File: src/rtl/axil_reg_initiator.sv
`default_nettype none
// ============================================================================
// Module   : axil_reg_initiator
// Brief    : Single-outstanding AXI4-Lite register initiator (command -> AXI -> response).
//            Optional watchdog recovery enabled by defining AXIL_INIT_TIMEOUT_EN.
// Revision : 1.0 - initial release
// ============================================================================
module axil_reg_initiator #(
    parameter int C_M_AXI_DATA_WIDTH = 32,
    parameter int C_M_AXI_ADDR_WIDTH = 32,
    parameter int C_DPHASE_TIMEOUT   = 8
) (
    input  logic                            s_axi_aclk,
    input  logic                            s_axi_aresetn,
    input  logic                            req_valid,
    output logic                            req_ready,
    input  logic                            req_wr,
    input  logic [C_M_AXI_ADDR_WIDTH-1:0]   req_addr,
    input  logic [C_M_AXI_DATA_WIDTH-1:0]   req_wdata,
    output logic                            rsp_valid,
    input  logic                            rsp_ready,
    output logic [C_M_AXI_DATA_WIDTH-1:0]   rsp_rdata,
    output logic [1:0]                      rsp_resp,
    output logic                            rsp_timeout,
    output logic [C_M_AXI_ADDR_WIDTH-1:0]   m_axi_awaddr,
    output logic                            m_axi_awvalid,
    input  logic                            m_axi_awready,
    output logic [C_M_AXI_DATA_WIDTH-1:0]   m_axi_wdata,
    output logic [C_M_AXI_DATA_WIDTH/8-1:0] m_axi_wstrb,
    output logic                            m_axi_wvalid,
    input  logic                            m_axi_wready,
    input  logic [1:0]                      m_axi_bresp,
    input  logic                            m_axi_bvalid,
    output logic                            m_axi_bready,
    output logic [C_M_AXI_ADDR_WIDTH-1:0]   m_axi_araddr,
    output logic                            m_axi_arvalid,
    input  logic                            m_axi_arready,
    input  logic [C_M_AXI_DATA_WIDTH-1:0]   m_axi_rdata,
    input  logic [1:0]                      m_axi_rresp,
    input  logic                            m_axi_rvalid,
    output logic                            m_axi_rready
);

    if (C_M_AXI_DATA_WIDTH != 32 || C_DPHASE_TIMEOUT < 1 || C_DPHASE_TIMEOUT > 255) begin : g_param_check
        $error("axil_reg_initiator: unsupported parameter value");
    end

    typedef enum logic [2:0] {
        S_IDLE    = 3'd0,
        S_WR_AW_W = 3'd1,
        S_WR_B    = 3'd2,
        S_RD_AR   = 3'd3,
        S_RD_R    = 3'd4,
        S_RSP     = 3'd5
    } state_t;

    state_t                          r_state,     w_state;
    logic                            r_req_ready, w_req_ready;
    logic [C_M_AXI_ADDR_WIDTH-1:0]   r_addr,      w_addr;
    logic [C_M_AXI_DATA_WIDTH-1:0]   r_wdata,     w_wdata;
    logic                            r_awvalid,   w_awvalid;
    logic                            r_wvalid,    w_wvalid;
    logic                            r_bready,    w_bready;
    logic                            r_arvalid,   w_arvalid;
    logic                            r_rready,    w_rready;
    logic                            r_rsp_valid, w_rsp_valid;
    logic [C_M_AXI_DATA_WIDTH-1:0]   r_rsp_rdata, w_rsp_rdata;
    logic [1:0]                      r_rsp_resp,  w_rsp_resp;
`ifdef AXIL_INIT_TIMEOUT_EN
    logic                            r_rsp_tmo,   w_rsp_tmo;
    logic [7:0]                      r_tmo_cnt;
    localparam logic [7:0] c_tmo_last = 8'(C_DPHASE_TIMEOUT - 1);
`endif

    always_comb begin
        w_state     = r_state;
        w_req_ready = r_req_ready;
        w_addr      = r_addr;
        w_wdata     = r_wdata;
        w_awvalid   = r_awvalid;
        w_wvalid    = r_wvalid;
        w_bready    = r_bready;
        w_arvalid   = r_arvalid;
        w_rready    = r_rready;
        w_rsp_valid = r_rsp_valid;
        w_rsp_rdata = r_rsp_rdata;
        w_rsp_resp  = r_rsp_resp;
`ifdef AXIL_INIT_TIMEOUT_EN
        w_rsp_tmo   = r_rsp_tmo;
`endif
        case (r_state)
            S_IDLE: begin
                w_req_ready = 1'b1;
                if (req_valid && r_req_ready) begin
                    w_req_ready = 1'b0;
                    w_addr      = req_addr;
                    w_wdata     = req_wdata;
                    if (req_wr) begin
                        w_state   = S_WR_AW_W;
                        w_awvalid = 1'b1;
                        w_wvalid  = 1'b1;
                    end else begin
                        w_state   = S_RD_AR;
                        w_arvalid = 1'b1;
                    end
                end
            end
            S_WR_AW_W: begin
                // AW and W retire independently; B phase starts once both are gone
                if (r_awvalid && m_axi_awready) w_awvalid = 1'b0;
                if (r_wvalid && m_axi_wready)   w_wvalid  = 1'b0;
                if (!w_awvalid && !w_wvalid) begin
                    w_state  = S_WR_B;
                    w_bready = 1'b1;
                end
            end
            S_WR_B: begin
                if (m_axi_bvalid) begin
                    w_state     = S_RSP;
                    w_bready    = 1'b0;
                    w_rsp_valid = 1'b1;
                    w_rsp_rdata = '0;
                    w_rsp_resp  = m_axi_bresp;
`ifdef AXIL_INIT_TIMEOUT_EN
                    w_rsp_tmo   = 1'b0;
`endif
                end
            end
            S_RD_AR: begin
                if (m_axi_arready) begin
                    w_state   = S_RD_R;
                    w_arvalid = 1'b0;
                    w_rready  = 1'b1;
                end
            end
            S_RD_R: begin
                if (m_axi_rvalid) begin
                    w_state     = S_RSP;
                    w_rready    = 1'b0;
                    w_rsp_valid = 1'b1;
                    w_rsp_rdata = m_axi_rdata;
                    w_rsp_resp  = m_axi_rresp;
`ifdef AXIL_INIT_TIMEOUT_EN
                    w_rsp_tmo   = 1'b0;
`endif
                end
            end
            S_RSP: begin
                if (rsp_ready) begin
                    w_state     = S_IDLE;
                    w_rsp_valid = 1'b0;
                    w_req_ready = 1'b1;
                end
            end
            default: begin
                w_state = S_IDLE;
            end
        endcase
`ifdef AXIL_INIT_TIMEOUT_EN
        // A completion on the expiry cycle still wins over the watchdog
        if (r_state != S_IDLE && r_state != S_RSP && w_state != S_RSP && r_tmo_cnt == c_tmo_last) begin
            w_state     = S_RSP;
            w_awvalid   = 1'b0;
            w_wvalid    = 1'b0;
            w_bready    = 1'b0;
            w_arvalid   = 1'b0;
            w_rready    = 1'b0;
            w_rsp_valid = 1'b1;
            w_rsp_rdata = '0;
            w_rsp_resp  = 2'b10;
            w_rsp_tmo   = 1'b1;
        end
`endif
    end

    always_ff @(posedge s_axi_aclk) begin
        if (!s_axi_aresetn) begin
            r_state     <= S_IDLE;
            r_req_ready <= 1'b0;
            r_addr      <= '0;
            r_wdata     <= '0;
            r_awvalid   <= 1'b0;
            r_wvalid    <= 1'b0;
            r_bready    <= 1'b0;
            r_arvalid   <= 1'b0;
            r_rready    <= 1'b0;
            r_rsp_valid <= 1'b0;
            r_rsp_rdata <= '0;
            r_rsp_resp  <= 2'b00;
        end else begin
            r_state     <= w_state;
            r_req_ready <= w_req_ready;
            r_addr      <= w_addr;
            r_wdata     <= w_wdata;
            r_awvalid   <= w_awvalid;
            r_wvalid    <= w_wvalid;
            r_bready    <= w_bready;
            r_arvalid   <= w_arvalid;
            r_rready    <= w_rready;
            r_rsp_valid <= w_rsp_valid;
            r_rsp_rdata <= w_rsp_rdata;
            r_rsp_resp  <= w_rsp_resp;
        end
    end

`ifdef AXIL_INIT_TIMEOUT_EN
    always_ff @(posedge s_axi_aclk) begin
        if (!s_axi_aresetn) begin
            r_rsp_tmo <= 1'b0;
            r_tmo_cnt <= '0;
        end else begin
            r_rsp_tmo <= w_rsp_tmo;
            if (r_state == S_IDLE)
                r_tmo_cnt <= '0;
            else if (r_state != S_RSP)
                r_tmo_cnt <= r_tmo_cnt + 8'd1;
        end
    end
    assign rsp_timeout = r_rsp_tmo;
`else
    assign rsp_timeout = 1'b0;
`endif

    assign req_ready     = r_req_ready;
    assign rsp_valid     = r_rsp_valid;
    assign rsp_rdata     = r_rsp_rdata;
    assign rsp_resp      = r_rsp_resp;
    assign m_axi_awaddr  = r_addr;
    assign m_axi_awvalid = r_awvalid;
    assign m_axi_wdata   = r_wdata;
    assign m_axi_wstrb   = '1;
    assign m_axi_wvalid  = r_wvalid;
    assign m_axi_bready  = r_bready;
    assign m_axi_araddr  = r_addr;
    assign m_axi_arvalid = r_arvalid;
    assign m_axi_rready  = r_rready;

endmodule
`default_nettype wire

File: config.mk
export PLATFORM = sky130hd
export DESIGN_NAME = axil_reg_initiator
export DESIGN_NICKNAME = d
export VERILOG_FILES = /design/src/rtl/axil_reg_initiator.sv
export SDC_FILE = /design/constraint.sdc
export NUM_CORES = 1
export LEC_CHECK = 0
export ABC_CLOCK_PERIOD_IN_PS = 2900
export BUFFER_PORTS_ARGS = -buffer_cell sky130_fd_sc_hd__buf_4
export CORE_MARGIN = 4
export CORE_UTILIZATION = 40
export DETAILED_ROUTE_END_ITERATION = 8
export MAX_ROUTING_LAYER = met4
export PLACE_DENSITY_LB_ADDON = 0.05
export SYNTH_ARGS = -nofsm -noshare
export SYNTH_HDL_FRONTEND = slang
export SYNTH_SLANG_ARGS = --single-unit
File: constraint.sdc
create_clock -name s_axi_aclk -period 2.9 [get_ports s_axi_aclk]
set_input_delay 0 -clock s_axi_aclk [delete_from_list [all_inputs] [get_ports s_axi_aclk]]
set_output_delay 0 -clock s_axi_aclk [all_outputs]
set_load 0.02 [all_outputs]
==> impl_metrics.py <==
metrics = {
    "yosys": {
        "ys_warn_count": 0,
        "netlist_instances": 534,
        "syn_avg_cell_area_um2": 8.15,
        "synth_edf_count": 0,
        "synthesis.area_um2": 4350,
        "synth_ff_type": "dfxtp_1",
        "ys_async_sr_fraction_pct": 0,
        "synth_cell_type_count": 34,
        "ys_ff_latch": 108,
        "ys_seq_area_share_pct": 49.7,
    },
    "global_routing": {
        "grt.total_usage_pct": 21.8,
        "grt_pass1_wl_mm": 22.2,
        "antenna_found_initial": 0,
        "grt_overflow_total": 0,
        "grt_pass1_vias": 4559,
        "grt_max_degree": 70,
    },
    "job": {
        "max_cap_violations": 0,
    },
    "floorplan": {
        "initial_core_util_pct": 41.6,
        "ioPinCount": 252,
        "fp.dieW_um": 112,
        "die_y_um": 112,
        "fp-row-count": 37,
        "coreArea_um2": 10500,
        "design.die.area_um2": 12600,
    },
    "critical_path": {
        "cp_cell_sequence": "inv_1 > and4_2 > buf_12 > nand3_1 > a21oi_1 > dlygate4sd3_1",
        "crit_buf_inv": 3,
        "arrival_ns": 2.69,
        "critPathMaxFanout": 42,
        "max_stage_delay_ns": 0.57,
        "critPathSlowestCell": "and4_2",
        "r2r-start": "r_state[0]",
        "required_ns": 3.21,
        "critPathLaunch": "r_state[0]",
        "setup.worst_path.end_class": "register",
        "crit_family": "buffers and inverters",
        "start_kind": "register",
        "r2r_setup_slack_ns": 0.52,
        "crit_type": "register to register",
    },
    "placed_design": {
        "dp.cells": 849,
        "post-dp-hpwl_mm": 8.89,
        "io_buffers": 246,
        "dp_worst_setup_slack_ns": 0.983,
        "gp_congestion": 0.783,
    },
    "layout": {
        "layout-drive-gt1-share_pct": 33.2,
        "fin_cells": 973,
        "multiInputGateArea_um2": 1710,
        "layout_common_cells": "buf_4, nand2_1, dlygate4sd3_1, dfxtp_1, a21oi_1",
        "fillers": 828,
        "fin_nets": 942,
        "final_common_cell": "buf_4",
        "insertedDiodeCount": 0,
        "seq_area_um2": 2160,
        "area_growth_pct": 66.9,
    },
    "clocking": {
        "cts_tree": "built",
        "cts_buffers": 9,
        "insertion_delay_ns": 0.36,
        "root_buffer": "clkbuf_8",
        "ctsHtreeMaxLevel": 3,
        "clkTransAtPathRegs_ns": 0.10,
        "postCtsSetupBuffers": 0,
        "clock_path_buffers": 2,
        "clock-sinks": 108,
    },
    "worst_hold_path": {
        "worstHoldPathType": "primary input to register",
        "hold_start": "m_axi_awready",
    },
    "pwr": {
        "power_frac_clock_pct": 21.4,
        "pwr-share-comb_pct": 37.1,
        "ir_drop_mv": 0.298,
        "p_per_area_nw_per_um2": 603,
        "power.switching_uw": 1540,
        "leakagePower_uw": 0.00314,
        "seqPwrFrac_pct": 41.5,
        "swShare_pct": 35.2,
        "p_int_uw": 2840,
    },
    "routing": {
        "routed_wl_mm": 13.8,
        "drcViolationCount": 0,
        "drt_iter0_drc": 259,
        "first_pass_iters": 6,
        "via_per_inst": 4.74,
        "vias": 4611,
        "antenna_left": 0,
        "wire_per_inst_um": 14.2,
    },
    "sta": {
        "final.setup.tns_ns": 0,
        "tightest_slew_ns": 0.682,
        "setup_viol": 0,
        "maxSlewViolCount": 0,
        "rsz0062_at_grt": "no",
        "fin_crit_sh_pct": 82.2,
        "fin_worst_skew_ns": 0.0101,
        "clock.fmax_ghz": 0.420,
        "fin_ws_ns": 0.517,
        "period_needed_ns": 2.38,
        "maxSlewHeadroom_pct": 54.5,
        "hold_violations": 0,
    },
    "run_status": {
        "status": "completed",
    },
}
[layout make-up]
class | instances | area share [%]
Clock inverter | 5 | 0.689
Multi-Input combinational cell | 347 | 23.5
Inverter | 6 | 0.310
Clock buffer | 11 | 2.08
Sequential cell | 108 | 29.8
Timing Repair Buffer | 360 | 41.3
Tap cell | 136 | 2.34
[what timing repair did]
action | CTS | global route
resized for setup | 0 | 0
endpoints found under the hold margin | 106 | 0
hold buffers | 108 | 0
[stage by stage]
stage               hold WS, ns  power, uW  utilization, %  area (um2)
floorplan                 0.111       2850               -        4360
global placement          0.227       3320            57.2        5980
detailed placement        0.233       3340            57.2        5980
CTS                      0.0519       4400            69.4        7260
global route             0.0998       4640            69.4        7260
finish                   0.0635       4380            69.4        7260
[sequential cells by signal (all words and copies together) (netlist names)]
signal and count:
m_axi_araddr 32, m_axi_wdata 32, rsp_rdata 32, r_state 3, rsp_resp 2, m_axi_arvalid 1, m_axi_awvalid 1, m_axi_bready 1
m_axi_rready 1, m_axi_wvalid 1, req_ready 1, rsp_valid 1
[layer usage]
metal | share of wire (%) | routed length (um) | track usage, %
met5 | 0 | 0 | -
met2 | 50 | 6940 | 37.4
met4 | 2.8 | 383 | 8.57
met3 | 7.1 | 979 | 4.53
met1 | 40 | 5480 | 24.8
[cell usage after synthesis, drive strengths merged (2+ instances only)]
cell / number / share of area, %
buf: 58 / 9.4
a211oi: 2 / 0.34
nand2b: 35 / 5.2
mux2i: 4 / 0.92
a21oi: 103 / 12
nand2: 133 / 11
dfxtp: 108 / 50
clkbuf: 18 / 1.6
inv: 6 / 0.52
nand3: 37 / 4.3
conb: 2 / 0.17
nor3: 3 / 0.34
o21ai: 3 / 0.34
nand3b: 3 / 0.60
nand4: 2 / 0.29
nor2: 6 / 0.63
[kinds of logic after synthesis]
logic type,after synthesis,synth area share (%)
DFF,108,49.7
and+or+nand+nor,222,23.4
other,2,0.173
AOI/OAI and AO/OA,116,14.3
muxes,4,0.920
buffers and inverters,82,11.5
[path summary, 6_finish.rpt]
| kind | endpoint | cells after the start |
|---|---|---|
| setup / recovery | m_axi_awvalid | 6 |
| hold / removal | m_axi_bready | 4 |
| setup reg to reg | m_axi_awvalid | 6 |
| hold reg to reg | m_axi_wdata[29] | 2 |
[worst reg2reg max path, cell delays in order (launching register included)]
cell and delay (ns):
dfxtp_1 0.46, inv_1 0.21, and4_2 0.57, buf_12 0.28
nand3_1 0.14, a21oi_1 0.13, dlygate4sd3_1 0.56
[power by group through the flow]
stage / Clock, uW / Sequential, uW / Combinational, uW
after floorplan: 0 / 1990 / 864
after global placement: 0 / 1840 / 1490
after detailed placement: 0 / 1850 / 1500
after CTS: 967 / 1810 / 1620
after global routing: 1030 / 1850 / 1750
final: 936 / 1820 / 1630
Power figures use the tool's default switching activity.
